$ cat config.mk
export PLATFORM = sky130hd
export DESIGN_NAME = i2c_target_rx_flat
export DESIGN_NICKNAME = d
export VERILOG_FILES = /design/src/rtl/i2c_target_rx_if.sv /design/src/rtl/i2c_target_rx.sv /design/src/flat_wrapper.sv
export SDC_FILE = /design/constraint.sdc
export NUM_CORES = 1
export LEC_CHECK = 0
export CORE_AREA = 2 2 77 79
export DETAILED_ROUTE_END_ITERATION = 10
export DIE_AREA = 0 0 79 81
export DONT_BUFFER_PORTS = 1
export PLACE_DENSITY = 0.56
export SLEW_MARGIN = 20
export SYNTH_ARGS = -nofsm -noshare
export SYNTH_HDL_FRONTEND = slang
export SYNTH_SLANG_ARGS = --single-unit
$ cat constraint.sdc
create_clock -name CLK -period 5.3 [get_ports CLK]
set_input_delay 1.59 -clock CLK [delete_from_list [all_inputs] [get_ports CLK]]
set_output_delay 1.59 -clock CLK [all_outputs]
set_load 0.03 [all_outputs]
$ cat src/rtl/i2c_target_rx_if.sv
// Pin-side and fabric-side signals of the write-only I2C target receiver.
// Received bytes use a push-only handshake. RX_VALID is high for exactly one
// CLK cycle whenever RX_DATA holds a new byte. There is no ready or backpressure:
// the consumer must take the byte in that cycle. RX_DATA holds its value until
// the next RX_VALID.
interface i2c_target_rx_if;
   logic       SCL_IN;
   logic       SDA_IN;
   logic       SDA_OE;
   logic [7:0] RX_DATA;
   logic       RX_VALID;
   logic       RX_START;
   logic       RX_STOP;
   logic       BUSY;
   logic [2:0] fsm_state;

   modport slave (
      input  SCL_IN, SDA_IN,
      output SDA_OE, RX_DATA, RX_VALID, RX_START, RX_STOP, BUSY, fsm_state
   );

   modport master (
      output SCL_IN, SDA_IN,
      input  SDA_OE, RX_DATA, RX_VALID, RX_START, RX_STOP, BUSY, fsm_state
   );
endinterface

$ cat src/rtl/i2c_target_rx.sv
// Write-only I2C target. Synchronizes and deglitches SCL/SDA, detects
// START/STOP, matches a 7-bit write address, shifts in bytes and ACKs them.
module i2c_target_rx #(
   parameter logic [6:0] DEV_ADDR   = 7'h50,
   parameter logic [3:0] FILTER_LEN = 4'd3
) (
   input  logic            CLK,
   input  logic            RST_N,
   i2c_target_rx_if.slave  bus
);

   typedef enum logic [2:0] {
      S_IDLE     = 3'd0,
      S_ADDR     = 3'd1,
      S_ADDR_ACK = 3'd2,
      S_DATA     = 3'd3,
      S_DATA_ACK = 3'd4,
      S_IGNORE   = 3'd5
   } state_t;

   // Bit 0 carries SCL and bit 1 carries SDA throughout the input path.
   logic [1:0]      sync_a, sync_b;
   logic [1:0]      filt, prev;
   logic [1:0][3:0] cnt;

   logic scl_rise, scl_fall, start_det, stop_det, sda_bit;

   state_t     state_q, state_d;
   logic [3:0] bit_cnt_q, bit_cnt_d;
   logic [7:0] shift_q, shift_d;
   logic [7:0] shifted;
   logic       sda_oe_q, sda_oe_d;
   logic [7:0] rx_data_q, rx_data_d;
   logic       rx_valid_q, rx_valid_d;
   logic       rx_start_q, rx_start_d;
   logic       rx_stop_q, rx_stop_d;
   logic       busy_q, busy_d;

   // Two-flop synchronizer for both pins; idle bus level is high.
   always_ff @(posedge CLK or negedge RST_N) begin
      if (!RST_N) begin
         sync_a <= 2'b11;
         sync_b <= 2'b11;
      end else begin
         sync_a <= {bus.SDA_IN, bus.SCL_IN};
         sync_b <= sync_a;
      end
   end

   // Glitch filter: a new level must persist FILTER_LEN cycles before it is accepted.
   always_ff @(posedge CLK or negedge RST_N) begin
      if (!RST_N) begin
         filt <= 2'b11;
         cnt  <= '0;
      end else begin
         for (int i = 0; i < 2; i++) begin
            if (sync_b[i] == filt[i]) begin
               cnt[i] <= 4'd0;
            end else if (cnt[i] == FILTER_LEN - 4'd1) begin
               filt[i] <= sync_b[i];
               cnt[i]  <= 4'd0;
            end else begin
               cnt[i] <= cnt[i] + 4'd1;
            end
         end
      end
   end

   // Registered edge and bus-condition pulses from the filtered lines.
   always_ff @(posedge CLK or negedge RST_N) begin
      if (!RST_N) begin
         prev      <= 2'b11;
         scl_rise  <= 1'b0;
         scl_fall  <= 1'b0;
         start_det <= 1'b0;
         stop_det  <= 1'b0;
         sda_bit   <= 1'b1;
      end else begin
         prev      <= filt;
         scl_rise  <= filt[0] & ~prev[0];
         scl_fall  <= ~filt[0] & prev[0];
         start_det <= ~filt[1] & prev[1] & filt[0];
         stop_det  <= filt[1] & ~prev[1] & filt[0];
         sda_bit   <= filt[1];
      end
   end

   assign shifted = {shift_q[6:0], sda_bit};

   // Protocol state and all fabric/pin outputs are registered here.
   always_ff @(posedge CLK or negedge RST_N) begin
      if (!RST_N) begin
         state_q    <= S_IDLE;
         bit_cnt_q  <= 4'd0;
         shift_q    <= 8'h00;
         sda_oe_q   <= 1'b0;
         rx_data_q  <= 8'h00;
         rx_valid_q <= 1'b0;
         rx_start_q <= 1'b0;
         rx_stop_q  <= 1'b0;
         busy_q     <= 1'b0;
      end else begin
         state_q    <= state_d;
         bit_cnt_q  <= bit_cnt_d;
         shift_q    <= shift_d;
         sda_oe_q   <= sda_oe_d;
         rx_data_q  <= rx_data_d;
         rx_valid_q <= rx_valid_d;
         rx_start_q <= rx_start_d;
         rx_stop_q  <= rx_stop_d;
         busy_q     <= busy_d;
      end
   end

   // Next-state logic: START/STOP override everything, then per-state bit handling.
   always_comb begin
      state_d    = state_q;
      bit_cnt_d  = bit_cnt_q;
      shift_d    = shift_q;
      sda_oe_d   = sda_oe_q;
      rx_data_d  = rx_data_q;
      rx_valid_d = 1'b0;
      rx_start_d = 1'b0;
      rx_stop_d  = 1'b0;
      busy_d     = busy_q;

      if (start_det) begin
         state_d    = S_ADDR;
         bit_cnt_d  = 4'd0;
         sda_oe_d   = 1'b0;
         rx_start_d = 1'b1;
         busy_d     = 1'b1;
      end else if (stop_det) begin
         state_d   = S_IDLE;
         sda_oe_d  = 1'b0;
         rx_stop_d = 1'b1;
         busy_d    = 1'b0;
      end else begin
         case (state_q)
            S_IDLE: begin
               sda_oe_d = 1'b0;
            end
            S_ADDR: begin
               if (scl_rise) begin
                  shift_d   = shifted;
                  bit_cnt_d = bit_cnt_q + 4'd1;
                  if (bit_cnt_q == 4'd7) begin
                     if (shifted[7:1] == DEV_ADDR && !shifted[0]) begin
                        state_d = S_ADDR_ACK;
                     end else begin
                        state_d = S_IGNORE;
                     end
                  end
               end
            end
            // First SCL fall after the 8th bit drives ACK, the next one releases it.
            S_ADDR_ACK, S_DATA_ACK: begin
               if (scl_fall) begin
                  if (!sda_oe_q) begin
                     sda_oe_d = 1'b1;
                  end else begin
                     sda_oe_d  = 1'b0;
                     state_d   = S_DATA;
                     bit_cnt_d = 4'd0;
                  end
               end
            end
            S_DATA: begin
               if (scl_rise) begin
                  shift_d   = shifted;
                  bit_cnt_d = bit_cnt_q + 4'd1;
                  if (bit_cnt_q == 4'd7) begin
                     rx_data_d  = shifted;
                     rx_valid_d = 1'b1;
                     state_d    = S_DATA_ACK;
                  end
               end
            end
            S_IGNORE: begin
               sda_oe_d = 1'b0;
            end
            default: begin
               state_d  = S_IDLE;
               sda_oe_d = 1'b0;
            end
         endcase
      end
   end

   assign bus.SDA_OE    = sda_oe_q;
   assign bus.RX_DATA   = rx_data_q;
   assign bus.RX_VALID  = rx_valid_q;
   assign bus.RX_START  = rx_start_q;
   assign bus.RX_STOP   = rx_stop_q;
   assign bus.BUSY      = busy_q;
   assign bus.fsm_state = state_q;

endmodule
$ cat src/flat_wrapper.sv
// flat-port wrapper written by rule: the top's interface ports become plain ports
module i2c_target_rx_flat 
#(
   parameter logic [6:0] DEV_ADDR   = 7'h50,
   parameter logic [3:0] FILTER_LEN = 4'd3
)
  (CLK, RST_N, bus_SCL_IN, bus_SDA_IN, bus_SDA_OE, bus_RX_DATA, bus_RX_VALID, bus_RX_START, bus_RX_STOP, bus_BUSY, bus_fsm_state);
  i2c_target_rx_if bus_i ();
  input  logic CLK;
  input  logic RST_N;
  input wire logic [$bits(bus_i.SCL_IN)-1:0] bus_SCL_IN;
  input wire logic [$bits(bus_i.SDA_IN)-1:0] bus_SDA_IN;
  output wire logic [$bits(bus_i.SDA_OE)-1:0] bus_SDA_OE;
  output wire logic [$bits(bus_i.RX_DATA)-1:0] bus_RX_DATA;
  output wire logic [$bits(bus_i.RX_VALID)-1:0] bus_RX_VALID;
  output wire logic [$bits(bus_i.RX_START)-1:0] bus_RX_START;
  output wire logic [$bits(bus_i.RX_STOP)-1:0] bus_RX_STOP;
  output wire logic [$bits(bus_i.BUSY)-1:0] bus_BUSY;
  output wire logic [$bits(bus_i.fsm_state)-1:0] bus_fsm_state;
  assign bus_i.SCL_IN = bus_SCL_IN;
  assign bus_i.SDA_IN = bus_SDA_IN;
  assign bus_SDA_OE = bus_i.SDA_OE;
  assign bus_RX_DATA = bus_i.RX_DATA;
  assign bus_RX_VALID = bus_i.RX_VALID;
  assign bus_RX_START = bus_i.RX_START;
  assign bus_RX_STOP = bus_i.RX_STOP;
  assign bus_BUSY = bus_i.BUSY;
  assign bus_fsm_state = bus_i.fsm_state;
  i2c_target_rx #(.DEV_ADDR(DEV_ADDR), .FILTER_LEN(FILTER_LEN)) u_core (.CLK(CLK), .RST_N(RST_N), .bus(bus_i));
endmodule
# Word-level counts from Yosys, hierarchy flattened
# Index checks and enable logic that the tools add are counted.
# classes
mux	35
addsub	3
n_shift	0
n_eq_ne	23
n_lt_le_gt_ge	0
n_reduce_logical	15
bitwise_logic	14
n_div	0
multipliers	0
# op_table
cell	count
$mux 4	9
$mux 3	9
$ne 4x1->1 const B	6
$ne 3x1->1 const B	5
$mux 1	14
$add 4x1->4 const B	3
$pmux 3 s4	1
$reduce_and 5->1	2
$eq 4x2->1 const B	2
$not 1->1	8
$pmux 4 s2	1
$eq 7x7->1 const B	1
$reduce_and 7->1	1
$and 1x1->1	6
$eq 3x2->1 const B	2
$eq 3x3->1 const B	2
$reduce_and 2->1	3
$reduce_or 2->1	3
$eq 4x3->1 const B	1
$reduce_and 4->1	1
$eq 3x1->1 const B	1
$logic_not 3->1	1
$reduce_bool 3->1	1
$eq 1x1->1	2
other kinds (5)	5
# word_totals
latchBits	0
wordCells	111
ram_bits	0
romBits	0
memories	0
ff_bits	48
inputBits	4

# Logic depth before layout (Yosys ltp)
# Gate-level depths: netlist of run 1.
# logic_depth
ltp_word	8
depth_mapped	7
ltp_nobuf	6

# Worst setup path after synthesis of run 1
# Ideal clock, no wire load.
# synth_path
kind	register to output
start	reg u_core.sda_oe_q, in the netlist u_core.bus.SDA_OE
end	out bus_SDA_OE
path_stages_with_launch	1
t_required_ps	3710
n_path_buf	0
slack_ps	3162
t_arrival_ps	548
path_cell_list	dfrtp_1
# synth_lines
item	line	source
from (decl)	i2c_target_rx.sv:32	logic sda_oe_q, sda_oe_d;
from (signal assigned)	i2c_target_rx.sv:106	sda_oe_q <= sda_oe_d;
to (decl)	flat_wrapper.sv:13	output wire logic [$bits(bus_i.SDA_OE)-1:0] bus_SDA_OE;
# No word-level cell between the ends.

# Worst setup path in the final report of run 1
# layout_path
start	reg u_core.state_q[2], in the netlist u_core.bus.fsm_state[2]
end	out bus_fsm_state[2]
# layout_lines
item	line	source
from (decl)	i2c_target_rx.sv:28	state_t state_q, state_d;
from (signal assigned)	i2c_target_rx.sv:103	state_q <= state_d;
to (decl)	flat_wrapper.sv:19	output wire logic [$bits(bus_i.fsm_state)-1:0] bus_fsm_state;
# No word-level cell between the ends.

==> impl_metrics.yaml, run 1 <==
placed_design:
  placed_area_um2: 2047
  dp.final_hpwl_mm: 2.300
  dp_cells: 234
  place_congestion: 0.7805
  port_buffers: 0
clock_tree:
  clk_pin_slew_ps: 80
  cts.htree.levels: 2
  cts_made_buffers: 5
  cts-root-buf: "clkbuf_8"
  cts_setup_buffers: 0
  clk_path_buf_depth: 2
  cts_tree: "done"
  post_cts_resized: 0
  cts.hold.buffers_added: 0
  cts_sinks: 47
  clkLatencyLatePin_ps: 290
floorplanning:
  core_um2: 5675
  initial_core_util_pct: 35.69
  fp-row-count: 28
  die_area_um2: 6399
  die_h_um: 81
  die_x_um: 79
  ios: 20
synth:
  synth_seq_area_share_pct: 58.55
  synthFlopType: "dfrtp_1"
  synth_common_cells: "39 x dfrtp_1, 18 x mux2_2, 18 x nor2_1"
  synth_top_cell_by_area: "dfrtp_1"
  ys_warn_count: 0
  async_reset_ff_share_pct: 100.0
  synthesis.nets: 174
  syn_avg_cell_area_um2: 12.28
  synth_cell_type_count: 38
  synth-seq-cells: 47
  syn_inst: 165
  synth-edff-count: 0
  synth.top_cell.area_share_pct: 48.18
  synth.cell_area_um2: 2026
  yosysMostFrequentCell: "dfrtp_1"
  synthTopCellsByArea: "dfrtp_1 48%, dfstp_2 10%, mux2_2 10%"
power:
  p_sw_uw: 404.2
  ir_drop_mv: 0.2226
  switching_share_pct: 37.20
  p_seq_share_pct: 56.7
  power_density_nw_per_um2: 509.7
  clkPwrFrac_pct: 19.0
  pwr-share-comb_pct: 24.3
  p_leak_nw: 1.000
  total_power_mw: 1.087
  internal_power_uw: 682.5
sta:
  tns_ps: 0
  min_period_over_period_pct: 49.57
  rsz0062_at_grt: "false"
  timing.slew.headroom_pct: 57.98
  timing.final.crit_period_ps: 2627
  finalHoldViolations: 0
  fin_skew_ps: 6.018
  max_freq_mhz: 380.7
  finalSetupViolCount: 0
  drv_slew: 0
  worstMarginPinSlew_ps: 630.4
drt:
  drc: 0
  wl_per_cell_um: 13.51
  via_per_inst: 4.959
  vias: 1200
  drt_iter0_markers: 44
  dr.pass1.iters: 4
  ant_nets: 0
  wl_mm: 3.269
grt:
  grt_usage_pct: 10.86
  antenna_found_initial: 0
  grt_pass1_vias: 1180
  grt_pass1_wl_mm: 5.340
  grt_max_degree: 48
  gr-total-overflow: 0
run:
  cap_violations: 0
setup_path:
  cp.arrival_ps: 1040
  worst_setup_path_start_kind: "flip-flop"
  cp_max_fo: 13
  cp_data_required_time_ps: 3710
  critical_path_class: "reg2out"
  critPathCaptureType: "output pin"
min_path:
  hold_class: "reg2reg"
finish:
  instances_no_fill: 242
  syn_to_final_growth_pct: 5.250
  stdcell_area_um2: 2132
  layout-drive-gt1-share_pct: 20.96
  final_core_util_pct: 37.57
  nets: 175
  antennaDiodeCount: 0
run_status:
  status: "finished clean"
[final cells by class]
cell class / count / area, um2
clock buffer: 6 / 72.57
clock inverter: 2 / 12.51
fill: 571 / 3543
inverter: 8 / 30.03
multi-input combinational: 104 / 737.0
sequential: 47 / 1186
tap: 75 / 93.84
[per-stage QoR]
stage	setup slack [ps]	hold slack [ps]
floorplan	3162	345.2
global placement	3013	347.3
detailed placement	2976	350.7
CTS	2661	360.0
global route	2602	370.2
finish	2673	358.5
[power groups by stage]
stage	clock (mW)	sequential (mW)	combinational [mW]
floorplan	0	0.574	0.282
global placement	0	0.618	0.251
detailed placement	0	0.627	0.264
CTS	0.216	0.618	0.267
global route	0.233	0.635	0.295
finish	0.206	0.617	0.264
[layer usage]
layer	share of wire, %	vias up	routed length (um)	global-route usage, %
met5	0	-	0	0
met4	1.1	0	35	4.655
met3	6.5	5	213	3.667
met2	51	30	1666	19.07
met1	41	594	1354	12.07
li1	-	571	-	-
[sequential cells by signal (all words and copies together) (netlist names)]
signal                flops
u_core.bit_cnt_q          4
u_core.bus.BUSY           1
u_core.bus.RX_DATA        8
u_core.bus.RX_START       1
u_core.bus.RX_STOP        1
u_core.bus.RX_VALID       1
u_core.bus.SDA_OE         1
u_core.bus.fsm_state      3
u_core.cnt                8
u_core.filt               2
u_core.prev               2
u_core.scl_fall           1
u_core.scl_rise           1
u_core.shift_q            7
u_core.start_det          1
u_core.stop_det           1
u_core.sync_a             2
u_core.sync_b             2
[cells in the final DEF, fill, tap and decap left out, types with 2 or more instances in the layout]
master    Yosys  final
inv_1         8      8
mux2_2       18     18
xnor2_1       3      3
nand2_1       9      9
a21oi_1       5      5
or3_1         2      2
a21o_1        2      2
xor2_1        5      5
nor2_1       18     18
nand3_1       6      6
nor2b_1       2      2
dfstp_2       8      8
clkbuf_8      0      5
o21ai_0       6      6
dfrtp_1      39     39
ha_1          5      5
nor3_1        3      3
and3b_1       2      2
a32oi_1       2      2
[path summary, 6_finish.rpt]
check / startpoint / endpoint / cells past startpoint / slack [ps]
worst max-delay path: u_core.bus.fsm_state[2] / bus_fsm_state[2] / 0 / 2670
worst min-delay path: u_core.sync_a[1] / u_core.sync_b[1] / 0 / 360
worst max register to register: u_core.bus.fsm_state[0] / u_core.shift_q[3] / 4 / 2990
worst min register to register: u_core.sync_a[1] / u_core.sync_b[1] / 0 / 360
max in group asynchronous: RST_N / u_core.prev[1] / 0 / 4140
min in group asynchronous: RST_N / u_core.cnt[6] / 0 / 980
[logic make-up (layout without fill, tap and decap cells)]
| kind of cell | count (synthesis) | count (layout) | synth area share (%) |
|---|---|---|---|
| and+or+nand+nor | 51 | 51 | 12.54 |
| DFF | 47 | 47 | 58.55 |
| AOI/OAI and AO/OA | 20 | 20 | 6.239 |
| muxes | 19 | 19 | 10.50 |
| buffers and inverters | 14 | 16 | 5.065 |
| xor gates and xnor gates | 8 | 8 | 3.459 |
| adders and majority gates | 6 | 6 | 3.644 |
(Power assumes the default switching activity.)
==> inputs of run 2 (changes only) <==
==> constraint.sdc (replaced) <==
create_clock -name CLK -period 2.6 [get_ports CLK]
set_input_delay 0.78 -clock CLK [delete_from_list [all_inputs] [get_ports CLK]]
set_output_delay 0.78 -clock CLK [all_outputs]
set_load 0.03 [all_outputs]
==> run 2 against run 1 <==
  * Sequential power increased by 100%
  * Routed wire length down 0.80%
  * Clock skew down 1.5 ps
  * Global-route usage increased by 0.32 points
  * Via count fell by 2.5%
  * Clock power up 110%
  * Worst setup slack got worse by 2300 ps
  * Critical path type is now reg2reg
==> impl_metrics.yaml, run 2 (synthesis gave the netlist of run 1 again) <==
setup_path:
  crit_chain: "inv_1, nor3_1, and3_1, mux2_2"
  critPathMaxStageDelay_ps: 680
  cp_data_required_time_ps: 2780
  crit_family: "simple AND/OR/NAND/NOR gates"
  cp_slowest_cell: "dfrtp_1"
  crit_buf_inv: 1
  worst_setup_path_start_kind: "flip-flop"
  cp.arrival_ps: 2430
  critPathCaptureType: "flip-flop"
  critical_path_class: "reg2reg"
  cp_max_fo: 10
sta:
  finalHoldViolations: 0
  max_freq_mhz: 444.9
  timing.slew.headroom_pct: 56.56
  rsz0062_at_grt: "false"
  worstMarginPinSlew_ps: 651.6
  timing.final.crit_period_ps: 2248
  tns_ps: 0
  finalSetupViolCount: 0
  fin_skew_ps: 4.523
  fin_ws_ps: 352.2
  min_period_over_period_pct: 86.45
  hold_ws_ps: 169.1
  drv_slew: 0
grt:
  grt_pass1_vias: 1216
  grt_usage_pct: 11.18
  grt_pass1_wl_mm: 5.554
  grt_max_degree: 48
  antenna_found_initial: 0
  gr-total-overflow: 0
min_path:
  hold_class: "in2async"
finish:
  layout_common_cells: "39 x dfrtp_1, 18 x nor2_1, 18 x mux2_2"
  layout-drive-gt1-share_pct: 21.56
  stdcell_area_um2: 2140
  nets: 175
  syn_to_final_growth_pct: 5.621
  final_common_cell: "dfrtp_1"
  antennaDiodeCount: 0
drt:
  ant_nets: 0
  drt_iter0_markers: 80
  drc: 0
  dr.pass1.iters: 4
  wl_per_cell_um: 13.40
  wl_mm: 3.243
  via_per_inst: 4.835
  vias: 1170
floorplanning:
  core_um2: 5675
  ios: 20
  die_area_um2: 6399
  die_x_um: 79
  initial_core_util_pct: 35.69
  die_h_um: 81
  fp-row-count: 28
clock_tree:
  cts.hold.buffers_added: 0
  cts.htree.levels: 2
  clk_pin_slew_ps: 90
  post_cts_resized: 0
  cts_sinks: 47
  cts_setup_buffers: 0
  clk_path_buf_depth: 2
  cts_made_buffers: 5
  cts-root-buf: "clkbuf_8"
  clkLatencyLatePin_ps: 290
  cts_tree: "done"
placed_design:
  dp.final_hpwl_mm: 2.297
  port_buffers: 0
  pre_cts_ws_ps: 376.1
  place_congestion: 0.7866
  placed_area_um2: 2047
power:
  p_leak_nw: 0.9998
  power_density_nw_per_um2: 1043
  ir_drop_mv: 0.4103
  total_power_mw: 2.231
run:
  cap_violations: 0
run_status:
  status: "finished clean"
## run 2: cell types whose count changed in the layout (fill, tap and decap cells not counted), sizes merged
cell	before	now
clkinvlp	1	2
clkbuf	6	5
inv	8	9
clkinv	1	0
## run 2: final timing paths
path | start | end | slack [ps] | cells after the start
worst min-delay path | RST_N | u_core.cnt[4] | 170 | 0
worst min register to register | u_core.sync_a[0] | u_core.sync_b[0] | 360 | 0
min in group CLK | u_core.sync_a[0] | u_core.sync_b[0] | 360 | 0
worst max register to register | u_core.bus.fsm_state[0] | u_core.shift_q[5] | 350 | 4
max in group asynchronous | RST_N | u_core.prev[1] | 2240 | 0
worst max-delay path | u_core.bus.fsm_state[0] | u_core.shift_q[5] | 350 | 4
## run 2: report_power, final
group | internal, mW | switching (mW)
logic | 0.262 | 0.271
registers | 0.941 | 0.319
clock network | 0.192 | 0.246
## run 2: cell type report
| class | instances | area, um2 |
|---|---|---|
| inverters | 8 | 30.03 |
| multi-input cells | 104 | 737.0 |
| clock buffers | 5 | 68.82 |
| well taps | 75 | 93.84 |
| fillers | 564 | 3536 |
| flip-flops and latches | 47 | 1186 |
| clock inverters | 3 | 23.77 |
## run 2: worst reg2reg max path, delay by kind of cell, from the launching register on
family	cells	cell delay, ps
buf+inv	1	210
flops	1	680
mux	1	380
simple gates	2	870
## run 2: through the flow
step	utilization (%)	cells
floorplan	-	165
detailed placement	36.07	234
finish	37.70	242
CTS	37.70	242
global placement	36.07	234
global route	37.70	242
## run 2: routing by layer
| metal | wire length, um | share of wire (%) | track usage, % |
|---|---|---|---|
| met3 | 177 | 5.5 | 4.111 |
| met5 | 0 | 0 | 0 |
| met4 | 27 | 0.83 | 4.483 |
| met1 | 1412 | 44 | 13.43 |
| met2 | 1626 | 50 | 18.31 |
